==> config.mk <==
export PLATFORM = sky130hd
export DESIGN_NAME = instr_prefetch_buffer
export DESIGN_NICKNAME = d
export VERILOG_FILES = /design/src/rtl/instr_prefetch_buffer.sv
export SDC_FILE = /design/constraint.sdc
export NUM_CORES = 1
export LEC_CHECK = 0
export BUFFER_PORTS_ARGS = -buffer_cell sky130_fd_sc_hd__buf_2
export CORE_UTILIZATION = 50
export DETAILED_ROUTE_END_ITERATION = 10
export GPL_ROUTABILITY_DRIVEN = 0
export GPL_TIMING_DRIVEN = 0
export PLACE_DENSITY_LB_ADDON = 0.15
export SLEW_MARGIN = 10
export SYNTH_ARGS = -nofsm -noshare
export SYNTH_HDL_FRONTEND = slang
export SYNTH_SLANG_ARGS = --single-unit
==> constraint.sdc <==
create_clock -name clk -period 6.2 [get_ports clk]
set_clock_uncertainty 0.05 [all_clocks]
set_input_delay 0.93 -clock clk [delete_from_list [all_inputs] [get_ports clk]]
set_output_delay 0.93 -clock clk [all_outputs]
set_load 0.005 [all_outputs]
==> src/rtl/instr_prefetch_buffer.sv <==
// rtl/instr_prefetch_buffer.sv - instruction prefetch FIFO with single-outstanding memory fetch FSM
module instr_prefetch_buffer #(
  parameter int          DEPTH    = 4,
  parameter logic [31:0] RESET_PC = 32'h0000_0000
) (
  input  logic        clk,
  input  logic        rst_n,
  input  logic        redirect,
  input  logic [31:0] redirect_pc,
  output logic        mem_req,
  output logic [31:0] mem_addr,
  input  logic        mem_gnt,
  input  logic        mem_rvalid,
  input  logic [31:0] mem_rdata,
  output logic        inst_valid,
  input  logic        inst_ready,
  output logic [31:0] inst_out,
  output logic [31:0] inst_pc
);

  localparam int          PW      = (DEPTH > 1) ? $clog2(DEPTH) : 1;
  localparam logic [PW:0] FULL    = (PW+1)'(DEPTH);
  localparam logic [PW:0] CNT_ONE = (PW+1)'(1);
  localparam logic [PW-1:0] PTR_ONE = PW'(1);

  typedef enum logic [1:0] {IDLE, REQ, WAIT, DISCARD} state_t;

  state_t        state;
  logic [31:0]   fetch_pc;
  logic [31:0]   inflight_pc;
  logic [31:0]   pc_q  [DEPTH];
  logic [31:0]   ins_q [DEPTH];
  logic [PW-1:0] wr_ptr;
  logic [PW-1:0] rd_ptr;
  logic [PW:0]   count;
  logic [PW:0]   filled;
  logic [PW:0]   count_nxt;
  logic          grant;
  logic          push;
  logic          pop;
  logic          slot_free;

  assign mem_req    = (state == REQ);
  assign mem_addr   = fetch_pc;
  assign inst_valid = (filled != '0);
  assign inst_out   = ins_q[rd_ptr];
  assign inst_pc    = pc_q[rd_ptr];

  assign grant = mem_req & mem_gnt;
  assign pop   = inst_valid & inst_ready & ~redirect;
  assign push  = (state == WAIT) & mem_rvalid & ~redirect & (filled != FULL);

  // count reserves a slot at grant time, so the response always has room
  always_comb begin
    count_nxt = count;
    if (grant) count_nxt = count_nxt + CNT_ONE;
    if (pop)   count_nxt = count_nxt - CNT_ONE;
  end

  assign slot_free = (count_nxt != FULL);

  always_ff @(posedge clk or negedge rst_n) begin
    if (!rst_n) begin
      state       <= REQ;
      fetch_pc    <= RESET_PC;
      inflight_pc <= '0;
      wr_ptr      <= '0;
      rd_ptr      <= '0;
      count       <= '0;
      filled      <= '0;
    end else if (redirect) begin
      fetch_pc <= redirect_pc;
      wr_ptr   <= '0;
      rd_ptr   <= '0;
      count    <= '0;
      filled   <= '0;
      case (state)
        REQ:     state <= mem_gnt    ? DISCARD : REQ;
        WAIT:    state <= mem_rvalid ? REQ     : DISCARD;
        IDLE:    state <= REQ;
        DISCARD: state <= mem_rvalid ? REQ     : DISCARD;
        default: state <= REQ;
      endcase
    end else begin
      count <= count_nxt;
      if (push) wr_ptr <= wr_ptr + PTR_ONE;
      if (pop)  rd_ptr <= rd_ptr + PTR_ONE;
      case ({push, pop})
        2'b10:   filled <= filled + CNT_ONE;
        2'b01:   filled <= filled - CNT_ONE;
        default: filled <= filled;
      endcase
      case (state)
        REQ: begin
          if (mem_gnt) begin
            inflight_pc <= fetch_pc;
            fetch_pc    <= fetch_pc + 32'd4;
            state       <= WAIT;
          end
        end
        WAIT: begin
          if (mem_rvalid) state <= slot_free ? REQ : IDLE;
        end
        IDLE: begin
          if (slot_free) state <= REQ;
        end
        DISCARD: begin
          if (mem_rvalid) state <= REQ;
        end
        default: state <= REQ;
      endcase
    end
  end

  always_ff @(posedge clk or negedge rst_n) begin
    if (!rst_n) begin
      for (int i = 0; i < DEPTH; i++) begin
        pc_q[i]  <= '0;
        ins_q[i] <= '0;
      end
    end else if (push) begin
      pc_q[wr_ptr]  <= inflight_pc;
      ins_q[wr_ptr] <= mem_rdata;
    end
  end

endmodule

### After elaboration in Yosys (flattened, before gate mapping)

Index checks and enable logic that the tools add are counted.

* magnitude comparators: 3
* bitwise logic cells: 9
* equal/unequal tests: 11
* $add $sub $neg: 7
* muxes and demuxes: 32
* reductions and logical operators: 12

Operators with widths (count)
* bitwise mux 128 bit: 2
* 2-to-1 mux 32 bit: 8
* binary-select mux 32 bit (select 2 bit): 2
* demux 32 bit (select 2 bit): 1
* adder 32 x 3 -> 32 bit, second input constant: 1
* 2-to-1 mux 2 bit: 11
* != test 3 bit, second input constant: 5
* 2-to-1 mux 3 bit: 4
* case mux 2 bit (4 select lines): 1
* nonzero test 2 bit: 4
* adder 3 x 1 -> 3 bit, second input constant: 2
* bitwise AND 1 bit: 6
* equality test 2 bit, second input constant: 3
* >= comparator 3 bit, second input constant: 2
* NOT 2 -> 3 bit: 2
* case mux 2 bit (3 select lines): 1
* case mux 3 bit (2 select lines): 1
* nonzero test 3 bit: 2
* subtractor 3 x 1 -> 3 bit, second input constant: 2
* adder 2 x 1 -> 2 bit, second input constant: 2
* equality test 2 x 1 -> 1 bit, second input constant: 2
* AND reduction 4 bit: 1
* < comparator 3 x 1 -> 1 bit, second input constant: 1
* != test 3 x 2 -> 1 bit, second input constant: 1
* other kinds (7): 7

* word-level logic and storage cells: 89
* bits in registers: 332
* output and inout bits: 98
* input bits: 70

### Longest topological paths before layout

* word-level depth: 10
* gate-level depth with buffers: 12
* depth with buffers taken out: 11

### Worst setup path before layout

OpenSTA, ideal clock, no wires.

* kind: in2reg
* from: input port mem_gnt
* to: register state[1]
* data arrival time: 2.571 ns
* library setup time: 0.125 ns
* stages on the path: 10
* required time: 6.025 ns
* path slack: 3.454 ns
* cells stage by stage: and2_2 -> buf_6 -> xnor2_1 -> ha_1 -> and2b_1 -> nand4_1 -> o211ai_2 -> a31oi_1 -> nor2_2 -> mux2_4

* cells in the longest elaborated chain, start to end: 7

RTL lines
* start: declaration: RTL line 12 `input logic mem_gnt,`
* bitwise AND 1 bit: RTL line 49 `assign grant = mem_req & mem_gnt;`
* 2-to-1 mux 3 bit: RTL line 56 `if (grant) count_nxt = count_nxt + CNT_ONE;`
* subtractor 3 x 1 -> 3 bit: RTL line 57 `if (pop) count_nxt = count_nxt - CNT_ONE;`
* 2-to-1 mux 3 bit: RTL line 57
* != test 3 bit: RTL line 60 `assign slot_free = (count_nxt != FULL);`
* != test 3 bit (no source line)
* AND reduction 4 bit (no source line)
* end signal: assignment: RTL line 78 `REQ: state <= mem_gnt ? DISCARD : REQ;`
* end signal: assignment: RTL line 79 `WAIT: state <= mem_rvalid ? REQ : DISCARD;`
* end signal: assignment: RTL line 81 `DISCARD: state <= mem_rvalid ? REQ : DISCARD;`
* end: declaration: RTL line 28 `state_t state;`

Several ways; a longest one is shown, not always the timed one.
A chain may end at the register's enable or synchronous reset.

### Worst setup path in the final report

* from: register rd_ptr[1]
* to: output port inst_pc[20]

* cells in the longest elaborated chain, start to end: 4

RTL lines
* start: declaration: RTL line 34 `logic [PW-1:0] rd_ptr;`
* start signal: assignment: RTL line 87 `if (pop) rd_ptr <= rd_ptr + PTR_ONE;`
* NOT 2 -> 3 bit (not written as such): RTL line 47 `assign inst_pc = pc_q[rd_ptr];`
* binary-select mux 32 bit (select 2 bit): RTL line 47
* 2-to-1 mux 32 bit (not written as such) (2 in a row): RTL line 47
* end: declaration: RTL line 18 `output logic [31:0] inst_pc`

No other way between the ends. The select of a mux whose other input is x is not followed.

==> run metrics <==
DR WL/cell between 15 and 20 microns; Post-CTS Hold Buffers 0; Max Slew Vio Count 0; max-cap violation count 0; placed cell area ~16,000 sq um; most frequent cells in the layout dfrtp_1, buf_2, mux2_2; Ant. Diodes 0; Net Count, Synth between 1,000 and 1,500; CTS max path bufs 3; clock sink total 332; CTS Buf Count 38; final core occ 0.607; Ys Warns 0; row count 62; Place WS ~3 ns; Worst-Skew Late Latency approximately 0.52 ns; Synth Flop Type dfrtp_1; fraction of registers with async set/reset 1.00; final non-filler cell total 1,586; number of synthesized flops with an enable pin 0; Final period util 0.586; Lkg Pwr 0.00862 uW; via count roughly 8,700; ANT nets after route 0; Layout Nets between 1,000 and 1,500; largest net degree at the start of global routing roughly 110; H-tree depth 2; Setup Buffers After CTS 0; Worst Slack Setup Final 2.57 ns; die area 30,200 sq um; starting density of the core 0.511; Final min period 3.63 ns; vias in the first global route 9,110; Total GRT Usage 0.215; Pre-Repair DR Iteration Count 4; slew at the pin closest to its max-slew limit 0.915 ns; Syn Inst Count between 900 and 1,000; Max-slew headroom 0.390; PD cells 400 nW/um^2; switching share of power 0.273; Initial DRC Count about 420; clock power share 0.334; initial antenna violation count 0; FMAX approximately 0.28 GHz; chip width between 150 and 200 microns; clock-pin slew of the registers on the worst-case setup and hold paths roughly 0.060 ns; fillcell total 2,353; PortBufs 167; I/O pins approximately 170; Max IR drop VDD 0.217 mV; placed cells between 1,500 and 2,000; Yosys reg bits between 300 and 400; Seq pwr share 0.420; vias per cell 5.49; design area approximately 18,000 sq um; CTS tree done; residual DRC count 0; most common cell after layout, fill and taps aside dfrtp_1; layout cells sized above 1 0.433; sequential share of the synthesized area 0.564; Arr. time, crit path 2.65 ns; Req. time, crit path between 5 and 6 ns; Crit. End Element primary output; Pint between 5000 and 6000 uW; syn_area_per_cell about 15 sq um; final hold vios 0; core area 28,900 sq um; run status completed; CTS Root Cell clkbuf_16; worst min path class in2async; RSZ-0062 raised after global routing no; combinational share of power 0.246; post-synth cell types between 50 and 60; area grow syn2layout 18.7%; final setup fails 0; type of origin of the critical path flip-flop; Final HPWL DP approximately 21 mm; Crit Path Max Fanout 10; grt total ovfl 0; final WL approximately 31 mm; NetSw roughly 1900 uW; mapped cell area 14,700 sq um; first-pass GRT wire length ~51 mm; Crit Path Class reg2out; CTS resizes 0; die height ~170 microns
## power groups by stage
stage                     clock, uW  sequential [uW]  combinational, uW
after detailed placement          0             2970               1760
after global routing           2490             3010               1890
after global placement            0             2960               1710
after CTS                      2400             2940               1760
after floorplan                   0             2840               1190
final                          2340             2940               1720
## Yosys cell counts (all sizes together), types with 2 or more instances
library cell / count / share of area
dfrtp: 331 / 0.56
mux2: 290 / 0.22
mux4: 64 / 0.098
nand2: 51 / 0.014
buf: 40 / 0.015
o21ai: 33 / 0.011
xor2: 24 / 0.015
nand3: 18 / 0.0068
nor2: 15 / 0.0040
xnor2: 15 / 0.0089
clkbuf: 12 / 0.0031
ha: 12 / 0.010
inv: 8 / 0.0020
nor3: 8 / 0.0038
and3: 6 / 0.0026
nand4: 6 / 0.0025
and2: 5 / 0.0023
mux2i: 4 / 0.0027
a211oi: 2 / 0.0014
a21oi: 2 / 0.00068
and2b: 2 / 0.0011
nand4b: 2 / 0.0016
## kinds of logic after synthesis
group / count (synthesis) / share of synthesized area
AOI/OAI and AO/OA: 44 / 0.0172
xor gates and xnor gates: 39 / 0.0237
adders and majority gates: 13 / 0.0115
and+or+nand+nor: 117 / 0.0420
muxes: 358 / 0.322
DFF: 332 / 0.564
buffers and inverters: 60 / 0.0198
## final timing paths
| check | from | endpoint | slack [ns] | cells past startpoint |
|---|---|---|---|---|
| min reg2reg | ins_q[55] | ins_q[55] | 0.43 | 1 |
| max reg2reg | state[1] | state[1] | 3.37 | 12 |
| min | rst_n | ins_q[125] | 0.31 | 1 |
| max | rd_ptr[1] | inst_pc[20] | 2.57 | 4 |
| max in group asynchronous | rst_n | mem_addr[26] | 4.48 | 3 |
| min in group clk | ins_q[55] | ins_q[55] | 0.43 | 1 |
## flip-flops by register name, indices dropped and copies added, names as in the netlist
signal       cells
rd_ptr           2
mem_addr        32
filled           3
ins_q          128
wr_ptr           2
count            3
state            2
inflight_pc     32
pc_q           128
## worst max-delay path, cell delays in order, from the launching register on
cell,delay (ns)
dfrtp_1,0.34
clkbuf_1,0.61
clkbuf_1,0.59
mux4_2,0.45
buf_2,0.15
## stage by stage
stage          total power (uW)  TNS (ns)  hold WS [ns]
6_report                   7000         0         0.314
5_1_grt                    7390         0         0.337
4_1_cts                    7100         0         0.321
3_5_place_dp               4730         0         0.425
3_3_place_gp               4670   -763.47         0.418
2_1_floorplan              4030         0         0.409
## layer usage
layer  vias to the layer above  GRT usage  wire length [microns]
met5                         -          0                      0
met2                       195      0.341                  14700
met4                         0     0.0501                    519
li1                       3950          -                      -
met3                        40     0.0362                   1190
met1                      4521      0.310                  14700
## layout make-up
type | count | area (sq um) | area share
Buffer | 52 | 262 | 0.0149
Clock buffer | 61 | 1230 | 0.0703
Clock inverter | 8 | 119 | 0.00679
Inverter | 8 | 30.0 | 0.00172
Multi-Input combinational cell | 571 | 6140 | 0.351
Sequential cell | 332 | 8310 | 0.475
Tap cell | 384 | 480 | 0.0275
Timing Repair Buffer | 170 | 928 | 0.0530
(Power assumes the default switching activity.)
